File: src/rtl/ex_muldiv.sv
// Iterative multiply/divide unit for the EX stage: shift-add multiply and restoring divide,
// one bit per cycle, with a fast path for divide-by-zero and signed overflow.
module ex_muldiv #(
  parameter int unsigned XLEN = 32
) (
  input  logic            clk,
  input  logic            rst_n,
  input  logic            start,
  input  logic [2:0]      op,
  input  logic [XLEN-1:0] srca,
  input  logic [XLEN-1:0] srcb,
  input  logic            flush,
  output logic            busy,
  output logic            done,
  output logic [XLEN-1:0] result
);

  localparam int unsigned CW = $clog2(XLEN);
  localparam int unsigned PW = 2 * XLEN;
  localparam logic [XLEN-1:0] MIN_NEG = {1'b1, {(XLEN-1){1'b0}}};

  typedef enum logic [1:0] {IDLE, CALC, FIX, DONE} state_t;

  state_t          state;
  logic [CW-1:0]   cnt;
  logic [2:0]      op_q;
  logic [XLEN-1:0] b_mag_q;
  logic [XLEN-1:0] hi_q;
  logic [XLEN-1:0] lo_q;
  logic            neg_q;
  logic            neg_r;

  // Operand decode at acceptance: signedness, magnitudes and fast-path detection
  logic            in_div, a_signed, b_signed, a_neg, b_neg;
  logic            div_zero, div_ovf;
  logic [XLEN-1:0] a_mag, b_mag, quick_res;

  always_comb begin
    in_div   = op[2];
    a_signed = in_div ? ~op[0] : (op[1:0] != 2'b11);
    b_signed = in_div ? ~op[0] : ~op[1];
    a_neg    = a_signed & srca[XLEN-1];
    b_neg    = b_signed & srcb[XLEN-1];
    a_mag    = a_neg ? (~srca + XLEN'(1)) : srca;
    b_mag    = b_neg ? (~srcb + XLEN'(1)) : srcb;
    div_zero = in_div & (srcb == '0);
    div_ovf  = in_div & ~op[0] & (srca == MIN_NEG) & (srcb == '1);
    if (div_zero)
      quick_res = op[1] ? srca : '1;
    else
      quick_res = op[1] ? '0 : MIN_NEG;
  end

  // One iteration: shift-add for multiply, restoring subtract for divide
  logic [XLEN:0]   mul_sum, mul_s, div_sh, div_diff;
  logic [XLEN-1:0] step_hi, step_lo;

  always_comb begin
    mul_sum  = {1'b0, hi_q} + {1'b0, b_mag_q};
    mul_s    = lo_q[0] ? mul_sum : {1'b0, hi_q};
    div_sh   = {hi_q, lo_q[XLEN-1]};
    div_diff = div_sh - {1'b0, b_mag_q};
    if (!op_q[2]) begin
      step_hi = mul_s[XLEN:1];
      step_lo = {mul_s[0], lo_q[XLEN-1:1]};
    end else if (!div_diff[XLEN]) begin
      step_hi = div_diff[XLEN-1:0];
      step_lo = {lo_q[XLEN-2:0], 1'b1};
    end else begin
      step_hi = div_sh[XLEN-1:0];
      step_lo = {lo_q[XLEN-2:0], 1'b0};
    end
  end

  // Sign correction and half/quotient/remainder select
  logic [PW-1:0]   prod, prod_s;
  logic [XLEN-1:0] quo_s, rem_s, fix_res;

  always_comb begin
    prod   = {hi_q, lo_q};
    prod_s = neg_q ? (~prod + PW'(1)) : prod;
    quo_s  = neg_q ? (~lo_q + XLEN'(1)) : lo_q;
    rem_s  = neg_r ? (~hi_q + XLEN'(1)) : hi_q;
    if (!op_q[2])
      fix_res = (op_q[1:0] == 2'b00) ? prod_s[XLEN-1:0] : prod_s[PW-1:XLEN];
    else
      fix_res = op_q[1] ? rem_s : quo_s;
  end

  always_ff @(posedge clk or negedge rst_n) begin
    if (!rst_n) begin
      state   <= IDLE;
      cnt     <= '0;
      op_q    <= '0;
      b_mag_q <= '0;
      hi_q    <= '0;
      lo_q    <= '0;
      neg_q   <= 1'b0;
      neg_r   <= 1'b0;
      busy    <= 1'b0;
      done    <= 1'b0;
      result  <= '0;
    end else if (flush) begin
      state <= IDLE;
      busy  <= 1'b0;
      done  <= 1'b0;
    end else begin
      case (state)
        IDLE, DONE: begin
          if (start) begin
            op_q    <= op;
            b_mag_q <= b_mag;
            hi_q    <= '0;
            lo_q    <= a_mag;
            neg_q   <= a_neg ^ b_neg;
            neg_r   <= a_neg;
            if (div_zero || div_ovf) begin
              state  <= DONE;
              busy   <= 1'b0;
              done   <= 1'b1;
              result <= quick_res;
            end else begin
              state <= CALC;
              busy  <= 1'b1;
              done  <= 1'b0;
              cnt   <= CW'(XLEN - 1);
            end
          end else begin
            state <= IDLE;
            busy  <= 1'b0;
            done  <= 1'b0;
          end
        end
        CALC: begin
          hi_q <= step_hi;
          lo_q <= step_lo;
          cnt  <= cnt - CW'(1);
          if (cnt == '0)
            state <= FIX;
        end
        FIX: begin
          result <= fix_res;
          state  <= DONE;
          busy   <= 1'b0;
          done   <= 1'b1;
        end
        default: begin
          state <= IDLE;
          busy  <= 1'b0;
          done  <= 1'b0;
        end
      endcase
    end
  end

endmodule

File: config.mk
export PLATFORM = sky130hd
export DESIGN_NAME = ex_muldiv
export DESIGN_NICKNAME = d
export VERILOG_FILES = /design/src/rtl/ex_muldiv.sv
export SDC_FILE = /design/constraint.sdc
export NUM_CORES = 1
export LEC_CHECK = 0
export CAP_MARGIN = 20
export CORE_MARGIN = 4
export CORE_UTILIZATION = 45
export CTS_BUF_LIST = sky130_fd_sc_hd__clkbuf_2 sky130_fd_sc_hd__clkbuf_4 sky130_fd_sc_hd__clkbuf_8
export DETAILED_ROUTE_END_ITERATION = 12
export PLACE_DENSITY_LB_ADDON = 0.25
export RECOVER_POWER = 50
export SLEW_MARGIN = 30
export SYNTH_ARGS = -nofsm -noshare
export SYNTH_HDL_FRONTEND = slang
export SYNTH_SLANG_ARGS = --single-unit
File: constraint.sdc
create_clock -name clk -period 3.5 [get_ports clk]
set_input_delay 0.525 -clock clk [delete_from_list [all_inputs] [get_ports clk]]
set_output_delay 0.525 -clock clk [all_outputs]
set_load 0.02 [all_outputs]
==> impl_metrics.csv, run 1 <==
group,metric,value,unit
layout,regArea,3560,um2
critical_path,crit_required,3880,ps
route,vias,16700,
critical_path,rr_worst_depth,13,
synthesis,synthesis.area,15200,um2
layout,final_cell_mix,"o21ai_0, nand2_1, buf_4, dfrtp_1, nor2_1",
place,place_ws,-87.3,ps
sta,timing.final.ws_setup,114,ps
cts,clk_pin_slew,100,ps
cts,clk_path_buf_depth,2,
status,violations,"capacitance limit, slew limit",
layout,final_common_cell,"o21ai_0",
cts,insertion_delay,500,ps
sta,rsz0062_at_grt,"false",
sta,max-slew-margin-rel,-0.216,
hold_path,holdCritPathClass,"in2async",
synthesis,ys_seq_area_frac,0.234,
route,totalWireLength,59800,um
critical_path,r2r_start,"b_mag_q[0]$_DFFE_PN0P_",
synthesis,syn-num-nets,2166,
critical_path,rr_endpoint,"hi_q[14]$_DFFE_PN0P_",
pwr,peakVddDrop,0.769,mV
layout,antenna_cells,0,
pwr,leakagePower,7.87,nW
floorplanning,coreArea,33400,um2
synthesis,synth-edff-count,0,
global_routing,antenna_found_initial,0,
route,wl_per_cell,22.5,um
cts,cts_hold_buf,0,
layout,nets,2347,
place,dp_hpwl,47100,um
sta,finalMaxSlewViolations,66,
global_routing,grt_pass1_vias,15400,
layout,multi_input_area,10900,um2
layout,syn_to_final_growth,20.2,%
sta,max_freq,295,MHz
place,io_buffers,104,
sta,setup_viol,0,
global_routing,grt_max_degree,67,
pwr,p_per_area,1100,nW/um2
floorplanning,io_pins,105,
cts,clock-sinks,142,
synthesis,synth_cell_type_count,88,
status,status,"finished with violations",
global_routing,grt_pass1_wl,90700,um
critical_path,critical_path_class,"reg2reg",
floorplanning,die_x,192,um
sta,max_slew.worst_pin.slew,1820,ps
place,place_congestion,1.03,
route,drc,0,
route,drt-initial-drc-count,2022,
critical_path,worstSetupStartpointType,"flip-flop",
synthesis,ys_seq_elements,142,
floorplanning,die_h,192,um
route,final_antenna_net_count,0,
sta,tns,0,ps
cts,cts_root_buffer,"clkbuf_8",
global_routing,overflow,0,
cts,cts_buffers,17,
job,maxCapViolCount,1,
synthesis,avgSynthCellArea,7.53,um2
layout,fillers,3229,
synthesis,syn_inst,2020,
floorplanning,rows,67,
floorplanning,dieArea,36800,um2
sta,min_period,3390,ps
critical_path,endpoint_kind,"flip-flop",
synthesis,ys_async_sr_fraction,1.00,
synthesis,ys.warnings.count,0,
global_routing,grtUsageTotal,0.318,
floorplanning,initial_core_util,0.455,
layout,drive_above_1_share,0.142,
route,viasPerCell,6.29,
synthesis,synth-main-ff-cell,"dfrtp_1",
critical_path,crit_fanout,6,
critical_path,cp.arrival,3770,ps
critical_path,rrSetupSlack,110,ps
sta,hold_viol,0,
cts,cts_tree,"built",
sta,skew,22.5,ps
cts,cts-htree-levels,4,
route,drtPass1Iterations,6,
critical_path,crit_start,"b_mag_q[0]$_DFFE_PN0P_",
sta,period_share,0.967,
## final cells by class
cell class,instances,area share
multi-input combinational,1658,0.596
sequential,142,0.195
timing repair buffer,309,0.142
tap,448,0.0307
inverter,73,0.0150
clock buffer,19,0.0143
clock inverter,12,0.00739
## state kept, by name, summed over array words and instances (netlist names)
register  cells
b_mag_q      32
busy          1
cnt           5
done          1
hi_q         32
lo_q         32
neg_q         1
neg_r         1
op_q          3
result       32
state         2
## repair_timing
item	in CTS	in global routing
setup buffers	0	2
endpoints found under the setup margin	0	31
resized for setup	0	22
## through the flow
step	total power, mW	std cells	hold slack (ps)	util	cell area (um2)
finish	20.2	2661	496	0.547	18300
global route	21.5	2661	517	0.547	18300
CTS	19.5	2659	29.8	0.543	18200
detailed placement	18.0	2628	478	0.532	17800
global placement	17.9	2628	490	0.532	17800
floorplan	12.8	2020	229	-	15200
## kinds of logic (layout without fill, tap and decap cells)
family,count (synthesis),after routing,synth area share
compound gates,676,676,0.286
xor+xnor,188,188,0.108
fa+ha+maj,75,75,0.0627
buf+inv,220,413,0.0589
flops,142,142,0.234
mux,54,54,0.0368
simple gates,665,665,0.214
## synth_stat cells (all sizes together) (6+ instances only)
| cell type | instances | area share |
|---|---|---|
| buf | 31 | 0.012 |
| nand4 | 22 | 0.010 |
| o31ai | 48 | 0.024 |
| a21boi | 7 | 0.0035 |
| mux2 | 16 | 0.012 |
| nand3 | 44 | 0.015 |
| o21ai | 267 | 0.088 |
| and3 | 6 | 0.0025 |
| clkbuf | 116 | 0.029 |
| a31oi | 34 | 0.017 |
| or3 | 28 | 0.012 |
| o22ai | 11 | 0.0045 |
| a21o | 35 | 0.017 |
| a32o | 9 | 0.0059 |
| o221ai | 7 | 0.0040 |
| ha | 73 | 0.060 |
| nand2b | 25 | 0.010 |
| a2111oi | 7 | 0.0053 |
| nand4b | 8 | 0.0046 |
| or4 | 14 | 0.0074 |
| dfrtp | 142 | 0.23 |
| nand3b | 7 | 0.0035 |
| and2 | 13 | 0.0055 |
| a221oi | 14 | 0.0081 |
| nor2 | 138 | 0.034 |
| or2 | 11 | 0.0045 |
| o21bai | 7 | 0.0035 |
| o41ai | 16 | 0.011 |
| o211ai | 16 | 0.0079 |
| a211oi | 33 | 0.017 |
| nor4 | 28 | 0.017 |
| nor3 | 59 | 0.019 |
| nor2b | 11 | 0.0045 |
| xnor2 | 92 | 0.053 |
| a21oi | 107 | 0.035 |
| o2111ai | 6 | 0.0035 |
| xor2 | 96 | 0.055 |
| mux2i | 38 | 0.025 |
| o21a | 11 | 0.0054 |
| nand2 | 244 | 0.060 |
| inv | 70 | 0.017 |
## report_power, final
part	total (mW)	internal [mW]	switching [mW]
Combinational	15.2	5.96	9.26
Clock	1.43	0.674	0.754
Sequential	3.51	2.37	1.14
## how the worst max path moves through the flow
stage                             endpoint  slack (ps)  depth (start not counted)
floorplan             hi_q[19]$_DFFE_PN0P_         120                         15
global placement    result[28]$_DFFE_PN0P_         -40                         13
detailed placement  result[28]$_DFFE_PN0P_         -90                         13
CTS                   hi_q[29]$_DFFE_PN0P_          30                         13
global route          hi_q[18]$_DFFE_PN0P_           1                         14
finish                hi_q[14]$_DFFE_PN0P_         110                         13
## critical path, stage by stage, from the launching register on
cell and delay (ps):
dfrtp_1 390, ha_1 240, fa_1 430, nand2b_4 180, a21oi_2 150, o211ai_1 90
buf_4 160, a2111oi_4 360, a211oi_2 140, mux2i_2 280, nor2_1 100, buf_4 170
or3_1 320, a32o_1 260
## layer usage
metal / routed length [um] / GRT usage / part of all wire
met4: 1340 / 0.0729 / 0.022
met3: 7090 / 0.0938 / 0.12
met1: 26000 / 0.462 / 0.43
met2: 25400 / 0.466 / 0.42
met5: 0 / 0 / 0
(Power assumes the default switching activity.)
==> inputs of run 2 (changes only) <==
--- a/config.mk
+++ b/config.mk
@@ -5,7 +5,7 @@
 export SDC_FILE = /design/constraint.sdc
 export NUM_CORES = 1
 export LEC_CHECK = 0
-export CAP_MARGIN = 20
+export CAP_MARGIN = 40
 export CORE_MARGIN = 4
 export CORE_UTILIZATION = 45
 export CTS_BUF_LIST = sky130_fd_sc_hd__clkbuf_2 sky130_fd_sc_hd__clkbuf_4 sky130_fd_sc_hd__clkbuf_8
==> results of run 2 <==
No change in the layout: final DEF, timing and power equal those of run 1.
==> inputs of run 3 (changes only) <==
--- a/config.mk
+++ b/config.mk
@@ -7,7 +7,7 @@
 export LEC_CHECK = 0
 export CAP_MARGIN = 40
 export CORE_MARGIN = 4
-export CORE_UTILIZATION = 45
+export CORE_UTILIZATION = 35
 export CTS_BUF_LIST = sky130_fd_sc_hd__clkbuf_2 sky130_fd_sc_hd__clkbuf_4 sky130_fd_sc_hd__clkbuf_8
 export DETAILED_ROUTE_END_ITERATION = 12
 export PLACE_DENSITY_LB_ADDON = 0.25
==> run 3 against run 2 <==
The flow still finishes with violations (capacitance limit, slew limit); routed wire length is 3.9% higher; flip-flop and latch count stayed put; critical path depth is 2 higher; global-route usage is 6.1 points lower; die area is 27% higher; sequential share of layout area is 0.53 points lower; fmax is 0.17% lower; count of clock-buffer cells in the layout is 4 higher; critical path type unchanged; largest power group unchanged.
==> impl_metrics.csv, run 3 (synthesized netlist as in run 1, its figures left out) <==
group,metric,value,unit
global_routing,antenna_found_initial,0,
pwr,peakVddDrop,0.547,mV
cts,cts-htree-levels,4,
route,drtPass1Iterations,5,
route,final_antenna_net_count,0,
sta,max-slew-margin-rel,-0.315,
floorplanning,rows,76,
layout,drive_above_1_share,0.157,
status,status,"finished with violations",
global_routing,overflow,0,
route,totalWireLength,62100,um
layout,syn_to_final_growth,23.5,%
floorplanning,initial_core_util,0.354,
cts,clk_path_buf_depth,2,
floorplanning,die_x,217,um
floorplanning,coreArea,43000,um2
route,drc,0,
floorplanning,io_pins,105,
floorplanning,die_h,217,um
pwr,power,20.3,mW
sta,whs,497,ps
cts,cts_tree,"built",
route,drt-initial-drc-count,1650,
layout,final_cell_mix,"o21ai_0, nand2_1, buf_4, dfrtp_1, nor2_1",
cts,insertion_delay,510,ps
global_routing,grt_pass1_vias,15900,
global_routing,grt_max_degree,92,
global_routing,grt_pass1_wl,94900,um
place,dp_hpwl,48500,um
route,viasPerCell,5.84,
route,vias,16600,
sta,hold_viol,0,
cts,clk_pin_slew,80,ps
sta,skew,8.73,ps
sta,max_freq,295,MHz
layout,final_common_cell,"o21ai_0",
hold_path,holdCritPathClass,"in2async",
cts,cts_buffers,17,
layout,antenna_cells,0,
critical_path,critical_path_class,"reg2reg",
pwr,p_per_area,1080,nW/um2
sta,max_slew.worst_pin.slew,1970,ps
sta,period_share,0.969,
place,place_congestion,0.982,
sta,timing.final.ws_setup,109,ps
critical_path,endpoint_kind,"flip-flop",
critical_path,crit_fanout,3,
place,dpl-instance-area,18300,um2
global_routing,grtUsageTotal,0.257,
job,maxCapViolCount,1,
critical_path,crit_required,3900,ps
layout,nets,2385,
layout,stdcell_area,18800,um2
sta,finalMaxSlewViolations,65,
route,wl_per_cell,21.9,um
pwr,leakagePower,8.07,nW
place,place_ws,-80.2,ps
cts,cts_root_buffer,"clkbuf_8",
sta,min_period,3390,ps
floorplanning,dieArea,46900,um2
critical_path,worstSetupStartpointType,"flip-flop",
cts,clock-sinks,142,
sta,rsz0062_at_grt,"false",
place,io_buffers,104,
status,violations,"capacitance limit, slew limit",
sta,setup_viol,0,
critical_path,cp.arrival,3790,ps
sta,tns,0,ps
-- run 3: changes by cell type in the layout (fill, tap and decap cells not counted), moves of 3 or more --
cell      previous run  this run
nor4_2               1         4
buf_4              201       233
inv_6                4         0
clkbuf_4             0         4
nor4_1              21        18
-- run 3: worst paths after layout --
check                                       start                 endpoint  slack, ps  depth (start not counted)
max in group asynchronous                   rst_n  b_mag_q[29]$_DFFE_PN0P_        880                          2
max                        b_mag_q[0]$_DFFE_PN0P_     hi_q[31]$_DFFE_PN0P_        110                         15
min reg2reg                result[12]$_DFFE_PN0P_   result[12]$_DFFE_PN0P_        520                          2
min                                         rst_n    result[4]$_DFFE_PN0P_        500                          1
min in group clk           result[12]$_DFFE_PN0P_   result[12]$_DFFE_PN0P_        520                          2
max reg2reg                b_mag_q[0]$_DFFE_PN0P_     hi_q[31]$_DFFE_PN0P_        110                         15
-- run 3: cell type report --
| class | count | area [um2] |
|---|---|---|
| clock buffers | 23 | 298 |
| fillers | 4475 | 24200 |
| repair buffers | 347 | 2910 |
| multi-input cells | 1658 | 10900 |
| inverters | 73 | 274 |
| flip-flops and latches | 142 | 3560 |
| well taps | 585 | 732 |
| clock inverters | 7 | 87.6 |
-- run 3: report_power, final --
group	internal (mW)	switching [mW]	total, mW
logic	6.18	9.41	15.6
registers	2.38	0.919	3.29
clock network	0.700	0.697	1.40
-- run 3: critical path: stages, from the launching register on --
cell	delay, ps
dfrtp_1	410
ha_1	240
inv_1	80
fa_1	220
nor2b_1	90
o311ai_1	350
buf_4	190
a21o_1	200
a211oi_2	110
buf_4	170
buf_4	140
o21ai_1	310
nand2_1	120
o21ai_0	260
a221oi_2	110
a32o_1	290
-- run 3: layer usage --
| metal | wire length [um] | part of all wire | vias to the layer above | GRT usage |
|---|---|---|---|---|
| li1 | - | - | 7809 | - |
| met1 | 28800 | 0.46 | 8006 | 0.371 |
| met2 | 26400 | 0.43 | 649 | 0.383 |
| met3 | 4610 | 0.074 | 98 | 0.0508 |
| met4 | 2240 | 0.036 | 0 | 0.0920 |
| met5 | 0 | 0 | - | 0 |
-- run 3: stage by stage --
| step | cells | util |
|---|---|---|
| 6_report | 2835 | 0.437 |
| 5_1_grt | 2835 | 0.437 |
| 2_1_floorplan | 2020 | - |
| 3_3_place_gp | 2799 | 0.424 |
| 4_1_cts | 2831 | 0.434 |
| 3_5_place_dp | 2800 | 0.425 |
-- run 3: repair_timing --
action	CTS	global route
setup buffers	1	4
setup endpoints to repair	10	30
hold buffers	0	0
pin swaps	3	9
resized for setup	3	26
hold endpoints to repair	0	0
==> variant (settings of run 3) <==
The parameter `XLEN` goes from 32 to 16.
--- a/src/rtl/ex_muldiv.sv
+++ b/src/rtl/ex_muldiv.sv
@@ -1,7 +1,7 @@
 // Iterative multiply/divide unit for the EX stage: shift-add multiply and restoring divide,
 // one bit per cycle, with a fast path for divide-by-zero and signed overflow.
 module ex_muldiv #(
-  parameter int unsigned XLEN = 32
+  parameter int unsigned XLEN = 16
 ) (
   input  logic            clk,
   input  logic            rst_n,
Ports: changed (resized result, srca and srcb); port bits go from 105 to 57. No check against the original RTL was run, so the function may have changed too.
==> variant against run 3 <==
- the flow still finishes with violations (capacitance limit, slew limit)
- worst hold slack got worse by 130 ps
- clock power fell by 38%
- final area fell by 54%
- first-iteration DRC count fell by 59%
- total power fell by 60%
- sequential share of layout area rose by 3.3 points
- setup slack improved by 160 ps
- core utilization fell by 2.3 points
- routed wire length fell by 60%
- critical path depth fell by 3
- combinational power fell by 66%
- largest power group unchanged
- sequential cell count fell by 65
- area after synthesis fell by 51%
==> variant: results (changes against run 3) <==
* Global-route wire length before repair at 39450 um (-58%)
* XOR/XNOR Fraction of Synth Area at 9.775% (-1.0 points)
* Final Util at 41.46% (-2.3 points)
* Worst slew pin tran at 1851 ps (-122.7 ps)
* Outcome: finished with violations
* Comb_multi_in at 795 (-52%)
* Synth top area cells: dfrtp_1 (26%), o21ai_0 (8.2%), ha_1 (6.7%)
* Synth top cells by count: nand2_1 (127), o21ai_0 (122), dfrtp_1 (77), nor2_1 (62), clkbuf_1 (54)
* Largest net degree at the start of global routing at 59 (-36%)
* Fraction of area in multi-input gates at 58.96% (+0.79 points)
* Worst-skew pair later-pin latency at 390 ps (-120 ps)
* Compound-Gate Fraction of Synth Area at 27.07% (-1.5 points)
* Slew Viols, Final at 80 (+23%)
* FILL cells at 2226 (-50%)
* Max-cap violations at 2 (+1)
* DP Worst Slack at 162.4 ps (+242.6 ps)
* Final Total Pwr at 8018 uW (-60%)
* Peak VDD IR at 0.4293 mV (-22%)
* Worst Path Max Fanout at 8 (+5)
* Failing checks: capacitance limit, slew limit
* Critical R2R Launch: lo_q[15]
* Hold_ws at 370.0 ps (-126.8 ps)
* Post-cts resize count at 0 (-3)
* Invs w/o clock at 37 (-49%)
* Terminus of the critical flop-to-flop path: hi_q[8]
* Seq cells at 77 (-46%)
* Placed inst area at 8441 um2 (-54%)
* Non-clk buf share at 10.47% (-5.0 points)
variant: cell types whose count changed in the layout (fill, tap and decap cells not counted), moves of 54 or more:
| cell | before | now |
|---|---|---|
| buf_4 | 233 | 42 |
| o21ai_0 | 248 | 121 |
| nor2_1 | 137 | 62 |
| xnor2_1 | 92 | 36 |
| a21oi_1 | 105 | 51 |
| nand2_1 | 244 | 127 |
| dfrtp_1 | 141 | 76 |
variant: worst max path at each step:
stage          cells after the start  slack, ps      from         end
5_1_grt                           12         20  lo_q[15]     hi_q[8]
2_1_floorplan                     12        340   hi_q[0]     hi_q[4]
3_3_place_gp                       9        210  srcb[11]  result[14]
4_1_cts                           12        150  lo_q[15]    hi_q[15]
3_5_place_dp                      12        160  lo_q[15]    hi_q[15]
6_report                          12        270  lo_q[15]     hi_q[8]
